## config.mk

```make
export PLATFORM = sky130hd
export DESIGN_NAME = uart_core_param
export DESIGN_NICKNAME = d
export VERILOG_FILES = /design/src/rtl/uart_core_param.sv
export SDC_FILE = /design/constraint.sdc
export NUM_CORES = 1
export LEC_CHECK = 0
export CAP_MARGIN = 20
export CORE_AREA = 2 2 65 98
export DETAILED_ROUTE_END_ITERATION = 8
export DIE_AREA = 0 0 67 100
export GPL_TIMING_DRIVEN = 0
export PLACE_DENSITY = 0.82
export SYNTH_ARGS = -nofsm -noshare
export SYNTH_HDL_FRONTEND = slang
export SYNTH_SLANG_ARGS = --single-unit
```

## constraint.sdc

```tcl
create_clock -name clk -period 3.52 [get_ports clk]
set_input_delay 0.352 -clock clk [delete_from_list [all_inputs] [get_ports clk]]
set_output_delay 0.352 -clock clk [all_outputs]
set_load 0.05 [all_outputs]
```

## src/rtl/uart_core_param.sv

```systemverilog
// Purpose: parametrised full-duplex UART with mid-bit RX sampling, framing/parity checks, one-entry RX hold.
// Latency: TX line moves the cycle after accept; RX word appears one cycle after the final stop-bit sample.
// Backpressure: tx_start ignored while tx_busy; an unread RX word is overwritten and flagged by rx_overrun.
module uart_core_param #(
  parameter int DIV       = 868,
  parameter int DATA_BITS = 8,
  parameter int PARITY    = 0,
  parameter int STOP_BITS = 1
) (
  input  logic                 clk,
  input  logic                 reset,
  input  logic [DATA_BITS-1:0] tx_data,
  input  logic                 tx_start,
  output logic                 tx,
  output logic                 tx_busy,
  output logic                 tx_done,
  input  logic                 rx_enable,
  input  logic                 rx,
  output logic [DATA_BITS-1:0] rx_data,
  output logic                 rx_ready,
  input  logic                 rx_ack,
  output logic                 rx_frame_err,
  output logic                 rx_parity_err,
  output logic                 rx_overrun
);

  localparam int CW = (DIV > 1) ? $clog2(DIV) : 1;
  localparam logic [CW-1:0] DIV_M1  = CW'(DIV - 1);
  localparam logic [CW-1:0] HALF_M1 = CW'(DIV / 2 - 1);
  localparam logic [CW-1:0] CNT_ONE = CW'(1);
  localparam logic [3:0]    LAST_BIT  = 4'(DATA_BITS - 1);
  localparam logic          LAST_STOP = 1'(STOP_BITS - 1);
  localparam logic          HAS_PAR   = (PARITY != 0);
  localparam logic          ODD       = (PARITY == 1);

  typedef enum logic [2:0] {TX_IDLE, TX_START, TX_DATA, TX_PARITY, TX_STOP} tx_state_t;
  typedef enum logic [2:0] {RX_IDLE, RX_START, RX_DATA, RX_PARITY, RX_STOP, RX_WAIT_HIGH} rx_state_t;

  // ---------------- transmitter ----------------
  tx_state_t              r_tx_state;
  logic [CW-1:0]          r_tx_cnt;
  logic [3:0]             r_tx_bit;
  logic                   r_tx_stop;
  logic [DATA_BITS-1:0]   r_tx_shift;
  logic                   r_tx_par;
  logic                   r_tx;
  logic                   r_tx_busy;
  logic                   r_tx_done;
  logic                   w_tx_tick;

  assign w_tx_tick = (r_tx_cnt == DIV_M1);
  assign tx        = r_tx;
  assign tx_busy   = r_tx_busy;
  assign tx_done   = r_tx_done;

  // TX FSM: each bit held for DIV cycles; the line level for the next bit is registered at the bit boundary
  always_ff @(posedge clk or negedge reset) begin
    if (!reset) begin
      r_tx_state <= TX_IDLE;
      r_tx_cnt   <= '0;
      r_tx_bit   <= '0;
      r_tx_stop  <= 1'b0;
      r_tx_shift <= '0;
      r_tx_par   <= 1'b0;
      r_tx       <= 1'b1;
      r_tx_busy  <= 1'b0;
      r_tx_done  <= 1'b0;
    end else begin
      r_tx_done <= 1'b0;
      if (r_tx_state != TX_IDLE) begin
        r_tx_cnt <= w_tx_tick ? '0 : r_tx_cnt + CNT_ONE;
      end
      case (r_tx_state)
        TX_IDLE: begin
          r_tx <= 1'b1;
          if (tx_start) begin
            r_tx_shift <= tx_data;
            // odd parity inverts the plain XOR so data+parity carries an odd count of ones
            r_tx_par   <= (^tx_data) ^ ODD;
            r_tx       <= 1'b0;
            r_tx_busy  <= 1'b1;
            r_tx_cnt   <= '0;
            r_tx_state <= TX_START;
          end
        end
        TX_START: begin
          if (w_tx_tick) begin
            r_tx       <= r_tx_shift[0];
            r_tx_bit   <= '0;
            r_tx_state <= TX_DATA;
          end
        end
        TX_DATA: begin
          if (w_tx_tick) begin
            if (r_tx_bit == LAST_BIT) begin
              r_tx_stop <= 1'b0;
              if (HAS_PAR) begin
                r_tx       <= r_tx_par;
                r_tx_state <= TX_PARITY;
              end else begin
                r_tx       <= 1'b1;
                r_tx_state <= TX_STOP;
              end
            end else begin
              r_tx_shift <= r_tx_shift >> 1;
              r_tx       <= r_tx_shift[1];
              r_tx_bit   <= r_tx_bit + 4'd1;
            end
          end
        end
        TX_PARITY: begin
          if (w_tx_tick) begin
            r_tx       <= 1'b1;
            r_tx_stop  <= 1'b0;
            r_tx_state <= TX_STOP;
          end
        end
        TX_STOP: begin
          if (w_tx_tick) begin
            if (r_tx_stop == LAST_STOP) begin
              r_tx_busy  <= 1'b0;
              r_tx_done  <= 1'b1;
              r_tx_state <= TX_IDLE;
            end else begin
              r_tx_stop <= 1'b1;
            end
          end
        end
        default: r_tx_state <= TX_IDLE;
      endcase
    end
  end

  // ---------------- receiver ----------------
  logic                 r_rx_s1;
  logic                 r_rx_s2;
  rx_state_t            r_rx_state;
  logic [CW-1:0]        r_rx_cnt;
  logic [3:0]           r_rx_bit;
  logic                 r_rx_stop;
  logic [DATA_BITS-1:0] r_rx_shift;
  logic                 r_rx_pbit;
  logic                 r_rx_ferr_acc;
  logic [DATA_BITS-1:0] r_rx_data;
  logic                 r_rx_ready;
  logic                 r_rx_ferr;
  logic                 r_rx_perr;
  logic                 r_rx_ovr;
  logic                 w_rx;
  logic                 w_rx_tick;
  logic                 w_frame_err;
  logic                 w_parity_err;

  assign w_rx         = r_rx_s2;
  assign w_rx_tick    = (r_rx_cnt == DIV_M1);
  // frame error covers any earlier stop bit plus the one being sampled now
  assign w_frame_err  = r_rx_ferr_acc | ~w_rx;
  assign w_parity_err = HAS_PAR & ((^r_rx_shift) ^ r_rx_pbit ^ ODD);

  assign rx_data       = r_rx_data;
  assign rx_ready      = r_rx_ready;
  assign rx_frame_err  = r_rx_ferr;
  assign rx_parity_err = r_rx_perr;
  assign rx_overrun    = r_rx_ovr;

  // Two-flop synchroniser for the asynchronous serial input; idles high
  always_ff @(posedge clk or negedge reset) begin
    if (!reset) begin
      r_rx_s1 <= 1'b1;
      r_rx_s2 <= 1'b1;
    end else begin
      r_rx_s1 <= rx;
      r_rx_s2 <= r_rx_s1;
    end
  end

  // RX FSM plus holding register; a completing frame takes priority over a same-cycle ack
  always_ff @(posedge clk or negedge reset) begin
    if (!reset) begin
      r_rx_state    <= RX_IDLE;
      r_rx_cnt      <= '0;
      r_rx_bit      <= '0;
      r_rx_stop     <= 1'b0;
      r_rx_shift    <= '0;
      r_rx_pbit     <= 1'b0;
      r_rx_ferr_acc <= 1'b0;
      r_rx_data     <= '0;
      r_rx_ready    <= 1'b0;
      r_rx_ferr     <= 1'b0;
      r_rx_perr     <= 1'b0;
      r_rx_ovr      <= 1'b0;
    end else begin
      if (rx_ack && r_rx_ready) begin
        r_rx_ready <= 1'b0;
        r_rx_ovr   <= 1'b0;
      end
      if (!rx_enable) begin
        r_rx_state <= RX_IDLE;
      end else begin
        case (r_rx_state)
          RX_IDLE: begin
            if (!w_rx) begin
              // the detect cycle counts as the first cycle of the half-bit wait
              r_rx_cnt   <= CNT_ONE;
              r_rx_state <= RX_START;
            end
          end
          RX_START: begin
            if (r_rx_cnt == HALF_M1) begin
              r_rx_cnt <= '0;
              if (!w_rx) begin
                r_rx_bit      <= '0;
                r_rx_ferr_acc <= 1'b0;
                r_rx_state    <= RX_DATA;
              end else begin
                r_rx_state <= RX_IDLE;
              end
            end else begin
              r_rx_cnt <= r_rx_cnt + CNT_ONE;
            end
          end
          RX_DATA: begin
            if (w_rx_tick) begin
              r_rx_cnt   <= '0;
              r_rx_shift <= {w_rx, r_rx_shift[DATA_BITS-1:1]};
              if (r_rx_bit == LAST_BIT) begin
                r_rx_stop  <= 1'b0;
                r_rx_state <= HAS_PAR ? RX_PARITY : RX_STOP;
              end else begin
                r_rx_bit <= r_rx_bit + 4'd1;
              end
            end else begin
              r_rx_cnt <= r_rx_cnt + CNT_ONE;
            end
          end
          RX_PARITY: begin
            if (w_rx_tick) begin
              r_rx_cnt   <= '0;
              r_rx_pbit  <= w_rx;
              r_rx_stop  <= 1'b0;
              r_rx_state <= RX_STOP;
            end else begin
              r_rx_cnt <= r_rx_cnt + CNT_ONE;
            end
          end
          RX_STOP: begin
            if (w_rx_tick) begin
              r_rx_cnt <= '0;
              if (r_rx_stop == LAST_STOP) begin
                r_rx_data  <= r_rx_shift;
                r_rx_ready <= 1'b1;
                r_rx_ferr  <= w_frame_err;
                r_rx_perr  <= w_parity_err;
                r_rx_ovr   <= (r_rx_ready | r_rx_ovr) & ~rx_ack;
                // a low stop bit may be a break: hold off until the line recovers
                r_rx_state <= w_frame_err ? RX_WAIT_HIGH : RX_IDLE;
              end else begin
                r_rx_stop     <= 1'b1;
                r_rx_ferr_acc <= w_frame_err;
              end
            end else begin
              r_rx_cnt <= r_rx_cnt + CNT_ONE;
            end
          end
          RX_WAIT_HIGH: begin
            if (w_rx) r_rx_state <= RX_IDLE;
          end
          default: r_rx_state <= RX_IDLE;
        endcase
      end
    end
  end

endmodule

```

==> impl_metrics.toml, run 1 <==
[synth]
ys_ff_latch = 67
synth_nets = 355
syn-mean-instance-area_um2 = 10.5
synth-edff-count = 0
async_reset_ff_share_pct = 100
yosys_warnings = 0
synth_compound_area_share_pct = 15.9
synthSimpleGateAreaFrac_pct = 18.5
yosysSeqAreaShare_pct = 47.7
synth_area_um2 = 3520
syn_inst = 336
synth_top_family_by_area = "simple AND/OR/NAND/NOR gates"
yosysUniqueCellTypes = 64
synth_xor_area_share_pct = 0.498
synth_mux_area_share_pct = 12.2
synthFlopType = "dfrtp_1"
synth_fa_ha_area_share_pct = 1.78

[pwr]
power_leakage_nw = 1.71
power_density_nw_per_um2 = 629
irDropWorstVdd_mv = 0.453

[finish]
seqCellArea_um2 = 1680
nets = 393
layout_common_cells = "64 x dfrtp_1, 31 x nand2_1, 30 x mux2_2"
fillCellCount = 472
final_util_pct = 68.6
antenna_cells = 0
layout_commonest_cell = "dfrtp_1"
syn_to_final_growth_pct = 16.1
multiInputGateArea_um2 = 1720
drive_gt1_share_pct = 17.2
final_area_um2 = 4090

[cts]
clkSlewWorstSetupHoldPaths_ns = 0.08
cts-root-buf = "clkbuf_8"
clock_path_buffers = 2
ctsHtreeMaxLevel = 3
cts_tree = "done"
cts_resized = 0
hold_buffers = 0
cts_setup_buffers = 0
cts_made_buffers = 9
clock_latency_ns = 0.35
cts_sinks = 67

[worst_setup_path]
worstPathCellList = "clkbuf_1 > nor3b_2 > clkbuf_1 > mux2_2 > mux2_1"
timing.rr.start = "r_tx_state[2]$_DFFE_PN0P_"
cp.required_ns = 3.75
cp-endpoint = "r_tx_shift[4]$_DFFE_PN0P_"
cp.arrival_ns = 2.63
r2r_end = "r_tx_shift[4]$_DFFE_PN0P_"
startpoint_type = "flop"
cp-startpoint = "r_tx_state[2]$_DFFE_PN0P_"
path_max_fanout = 10
end_kind = "flop"
rrSetupSlack_ns = 1.12
slowest_delay_ns = 0.59
crit_type = "flop to flop"
r2r_cells = 5
crit_top_cell = "clkbuf_1"
cp_slowest_cell = "nor3b_2"

[sta]
setup_viol = 0
drv_slew = 0
fin_crit_sh_pct = 68.0
hold_viol = 0
tightest_slew_ns = 0.905
fmax_mhz = 417
slew_headroom_pct = 39.1
hold-worst-slack_ns = 0.0894
fin_crit_ns = 2.40
tns_ns = 0
rsz0062_at_grt = "false"
finalClockSkew_ns = 0.0127
fin_ws_ns = 1.12

[floorplanning]
coreArea_um2 = 5960
initial_utilization_pct = 59.1
die_w_um = 67
rows = 35
io-pin-count = 29
die_height_um = 100
die-area_um2 = 6700

[global_route]
overflow = 0
grt_pass1_wl_mm = 12.3
grt_pass1_vias = 2746
antenna_found_initial = 0
grt.total_usage_pct = 24.0
grt_max_degree = 68

[run_status]
status = "completed"

[drt]
ant_nets = 0
drc = 0
wire_per_inst_um = 16.1
viasPerCell = 6.25
drt-pass1-iter-count = 5
drt_wl_total_mm = 7.28
drtIter0Drc = 289
routed-via-count = 2830

[placement]
numPortBuffers = 27
place_area_um2 = 3880
place.gp.congestion = 0.901
post-place-ws_ns = 1.16
dp_hpwl_mm = 5.08

[flow_run]
cap_violations = 0

[worst_hold_path]
holdCritPathClass = "input port to async pin"
metal layers:
metal	up-vias	share of wire [%]	global-route usage [%]
met4	0	2.3	11.9
li1	1332	-	-
met5	-	0	0
met2	86	53	40.4
met1	1397	40	28.6
met3	15	4.3	4.82
worst min path at each step:
stage                            startpoint                      end  slack [ns]  depth (start not counted)
final                                 reset  r_rx_cnt[4]$_DFFE_PN0P_        0.09                          1
after global routing                  reset  r_rx_cnt[6]$_DFFE_PN0P_        0.17                          1
after CTS                             reset  r_rx_cnt[4]$_DFFE_PN0P_        0.12                          1
after detailed placement  r_rx_s1$_DFF_PN1_        r_rx_s2$_DFF_PN1_        0.36                          0
after global placement    r_rx_s1$_DFF_PN1_        r_rx_s2$_DFF_PN1_        0.37                          0
after floorplan                       reset  r_rx_bit[0]$_DFFE_PN0P_        0.06                          0
layout make-up:
cell class	count	share of cell area [%]
Sequential cell	67	41.1
Buffer	15	1.56
Tap cell	74	2.27
Timing Repair Buffer	27	6.55
Clock inverter	7	2.02
Multi-Input combinational cell	240	42.2
Clock buffer	9	3.03
Inverter	14	1.29
cells by family after synthesis:
logic type | count (synthesis)
buf+inv | 29
other cells | 1
xor+xnor | 2
mux | 39
simple gates | 116
fa+ha+maj | 5
flops | 67
compound gates | 77
registers in the layout, summed over array words and instances, names as in the netlist, 4 cells and up:
signal	count
r_rx_shift	8
r_rx_cnt	10
r_rx_bit	4
r_tx_bit	4
r_tx_cnt	10
rx_data	8
r_tx_shift	8
where the power goes:
part           switching [mW]  total [mW]  leakage [nW]  internal (mW)
clock                   0.337       0.676        0.0988          0.339
combinational           0.462       0.817         0.730          0.355
sequential              0.148        1.08         0.876          0.929
cells in the mapped netlist, drive strengths merged (2+ instances only):
cell     count  area [µm²]
a32oi        2        17.5
o21bai       2        15.0
nand2       31         116
a21o         3        22.5
nor3         9        45.0
mux2        31         349
and3         5        31.3
nor4         6        37.5
inv         14        52.6
clkbuf      11        41.3
o211ai       9        67.6
nand4        2        12.5
o221ai       2        17.5
o22ai        2        12.5
mux2i        8        80.1
buf          4        22.5
o21a         2        15.0
a22o         6        52.6
a31oi        3        18.8
o21ai       18        90.1
o31ai        2        15.0
xnor2        2        17.5
o2111ai      3        26.3
nand3b       5        37.5
or2          2        12.5
nor2b        4        25.0
nand3       10        50.1
ha           5        62.6
dfstp        3        78.8
nor3b        8        65.1
nand2b       5        31.3
or4b         2        20.0
or3b         4        35.0
and2         4        25.0
dfrtp       64        1600
nor2        11        41.3
o311ai       2        17.5
a31o         2        17.5
a221oi       2        17.5
or3          3        18.8
a21oi        7        46.3
stage by stage:
| stage | std cells | power (mW) |
|---|---|---|
| 2_1_floorplan | 336 | 1.69 |
| 3_3_place_gp | 437 | 1.86 |
| 3_5_place_dp | 437 | 1.90 |
| 4_1_cts | 453 | 2.58 |
| 5_1_grt | 453 | 2.73 |
| 6_report | 453 | 2.57 |
critical path, delay by kind of cell (launching register included):
family | cells | cell delay, ns
mux | 2 | 0.67
buf+inv | 2 | 0.64
simple gates | 1 | 0.59
flops | 1 | 0.38
Power figures use the tool's default switching activity.
==> run 2, diff against run 1 <==
--- a/config.mk
+++ b/config.mk
@@ -6,11 +6,11 @@
 export NUM_CORES = 1
 export LEC_CHECK = 0
 export CAP_MARGIN = 20
-export CORE_AREA = 2 2 65 98
+export CORE_AREA = 2 2 67 101
 export DETAILED_ROUTE_END_ITERATION = 8
-export DIE_AREA = 0 0 67 100
+export DIE_AREA = 0 0 69 103
 export GPL_TIMING_DRIVEN = 0
-export PLACE_DENSITY = 0.82
+export PLACE_DENSITY = 0.78
 export SYNTH_ARGS = -nofsm -noshare
 export SYNTH_HDL_FRONTEND = slang
 export SYNTH_SLANG_ARGS = --single-unit
==> constraint.sdc (replaced) <==
create_clock -name clk -period 2.4 [get_ports clk]
set_input_delay 0.24 -clock clk [delete_from_list [all_inputs] [get_ports clk]]
set_output_delay 0.24 -clock clk [all_outputs]
set_load 0.05 [all_outputs]
==> impl_metrics.toml, run 2 (synthesized netlist as in run 1, its figures left out) <==
[sta]
slew_headroom_pct = 40.3
drv_slew = 0
fmax_mhz = 431
fin_crit_sh_pct = 96.8
hold-worst-slack_ns = -0.0245
finalClockSkew_ns = 0.0117
fin_crit_ns = 2.32
tns_ns = 0
setup_viol = 0
tightest_slew_ns = 0.888
hold_viol = 25

[finish]
syn_to_final_growth_pct = 16.8
drive_gt1_share_pct = 18.2
reg_top3 = "r_rx_cnt x10, r_tx_cnt x10"
layout_commonest_cell = "dfrtp_1"
fillCellCount = 509
layout_common_cells = "64 x dfrtp_1, 31 x nand2_1, 30 x mux2_2"
seqCellArea_um2 = 1680
multiInputGateArea_um2 = 1750
nets = 393
antenna_cells = 0

[worst_setup_path]
crit_type = "flop to flop"
critPathBufInv = 0
cp.required_ns = 2.64
slowest_delay_ns = 0.48
cp.arrival_ns = 2.56
rrSetupSlack_ns = 0.08
path_max_fanout = 8
end_kind = "flop"
cp_slowest_cell = "or4b_1"
startpoint_type = "flop"
cp.depth = 5
worstPathCellList = "ha_2 > or4b_1 > or3_4 > a21oi_4 > mux2_2"
r2r_cells = 5
crit_family = "simple AND/OR/NAND/NOR gates"

[pwr]
power_leakage_nw = 1.72
clock_power_share_pct = 26.3
irDropWorstVdd_mv = 0.699
p_total_mw = 3.81
p_sw_mw = 1.42
power_frac_seq_pct = 41.7
power_density_nw_per_um2 = 926
cellInternalPower_mw = 2.39
pwr-share-comb_pct = 32.0
swShare_pct = 37.2

[cts]
hold_buffers = 0
cts_setup_buffers = 0
cts-root-buf = "clkbuf_8"
cts_resized = 0
clock_path_buffers = 2
cts_sinks = 67
cts_tree = "done"
cts_made_buffers = 9
ctsHtreeMaxLevel = 3
clkSlewWorstSetupHoldPaths_ns = 0.08
clock_latency_ns = 0.36

[floorplanning]
coreArea_um2 = 6310
rows = 36
io-pin-count = 29
die-area_um2 = 7110
initial_utilization_pct = 55.8
die_w_um = 69
die_height_um = 103

[global_route]
antenna_found_initial = 0
grt_pass1_wl_mm = 12.4
overflow = 0
grt.total_usage_pct = 21.8
grt_pass1_vias = 2722
grt_max_degree = 68

[drt]
viasPerCell = 6.08
drtIter0Drc = 283
drc = 0
drt-pass1-iter-count = 4
drt_wl_total_mm = 7.29
routed-via-count = 2766
wire_per_inst_um = 16.0
ant_nets = 0

[worst_hold_path]
holdCritPathClass = "input port to async pin"

[placement]
dp_hpwl_mm = 4.93
place.gp.congestion = 0.881
numPortBuffers = 27

[run_status]
status = "finished, violations left"
violations = "negative hold slack"

[flow_run]
cap_violations = 0
==> run 2: metal layers <==
layer | up-vias | part of all wire [%] | track usage [%]
li1 | 1331 | - | -
met1 | 1359 | 41 | 25.2
met2 | 60 | 53 | 39.5
met3 | 16 | 3.2 | 5.57
met4 | 0 | 2.0 | 7.69
met5 | - | 0 | 0
==> run 2: path summary, 6_finish.rpt <==
check	from	end
max	r_tx_cnt[0]$_DFF_PN0_	r_tx_shift[1]$_DFFE_PN0P_
min	reset	r_rx_cnt[6]$_DFFE_PN0P_
max reg2reg	r_tx_cnt[0]$_DFF_PN0_	r_tx_shift[1]$_DFFE_PN0P_
min reg2reg	r_rx_s1$_DFF_PN1_	r_rx_s2$_DFF_PN1_
max in group asynchronous	reset	r_tx_shift[7]$_DFFE_PN0P_
min in group clk	rx	r_rx_s1$_DFF_PN1_
==> run 2: per-stage QoR <==
stage                     worst slack (ns)  instance area, µm²  utilization (%)  cells
after floorplan                      0.252                3520                -    336
after global placement               -1.12                3890             61.6    439
after detailed placement            0.0340                3880             61.6    439
after CTS                           0.0211                4090             64.8    455
after global routing              -0.00619                4110             65.2    455
final                               0.0779                4110             65.2    455
==> run 2: final cells by class <==
type	count	share of cell area [%]
buffer	15	1.55
clock buffer	9	3.01
clock inverter	7	1.98
inverter	14	1.28
multi-input combinational	240	42.5
sequential	67	40.9
tap	76	2.31
timing repair buffer	27	6.51
==> run 2: power groups by stage <==
stage / combinational (mW) / clock, mW / sequential, mW
2_1_floorplan: 0.906 / 0 / 1.57
3_3_place_gp: 1.16 / 0 / 1.58
3_5_place_dp: 1.19 / 0 / 1.60
4_1_cts: 1.20 / 1.02 / 1.58
5_1_grt: 1.36 / 1.07 / 1.62
6_report: 1.22 / 1.00 / 1.59
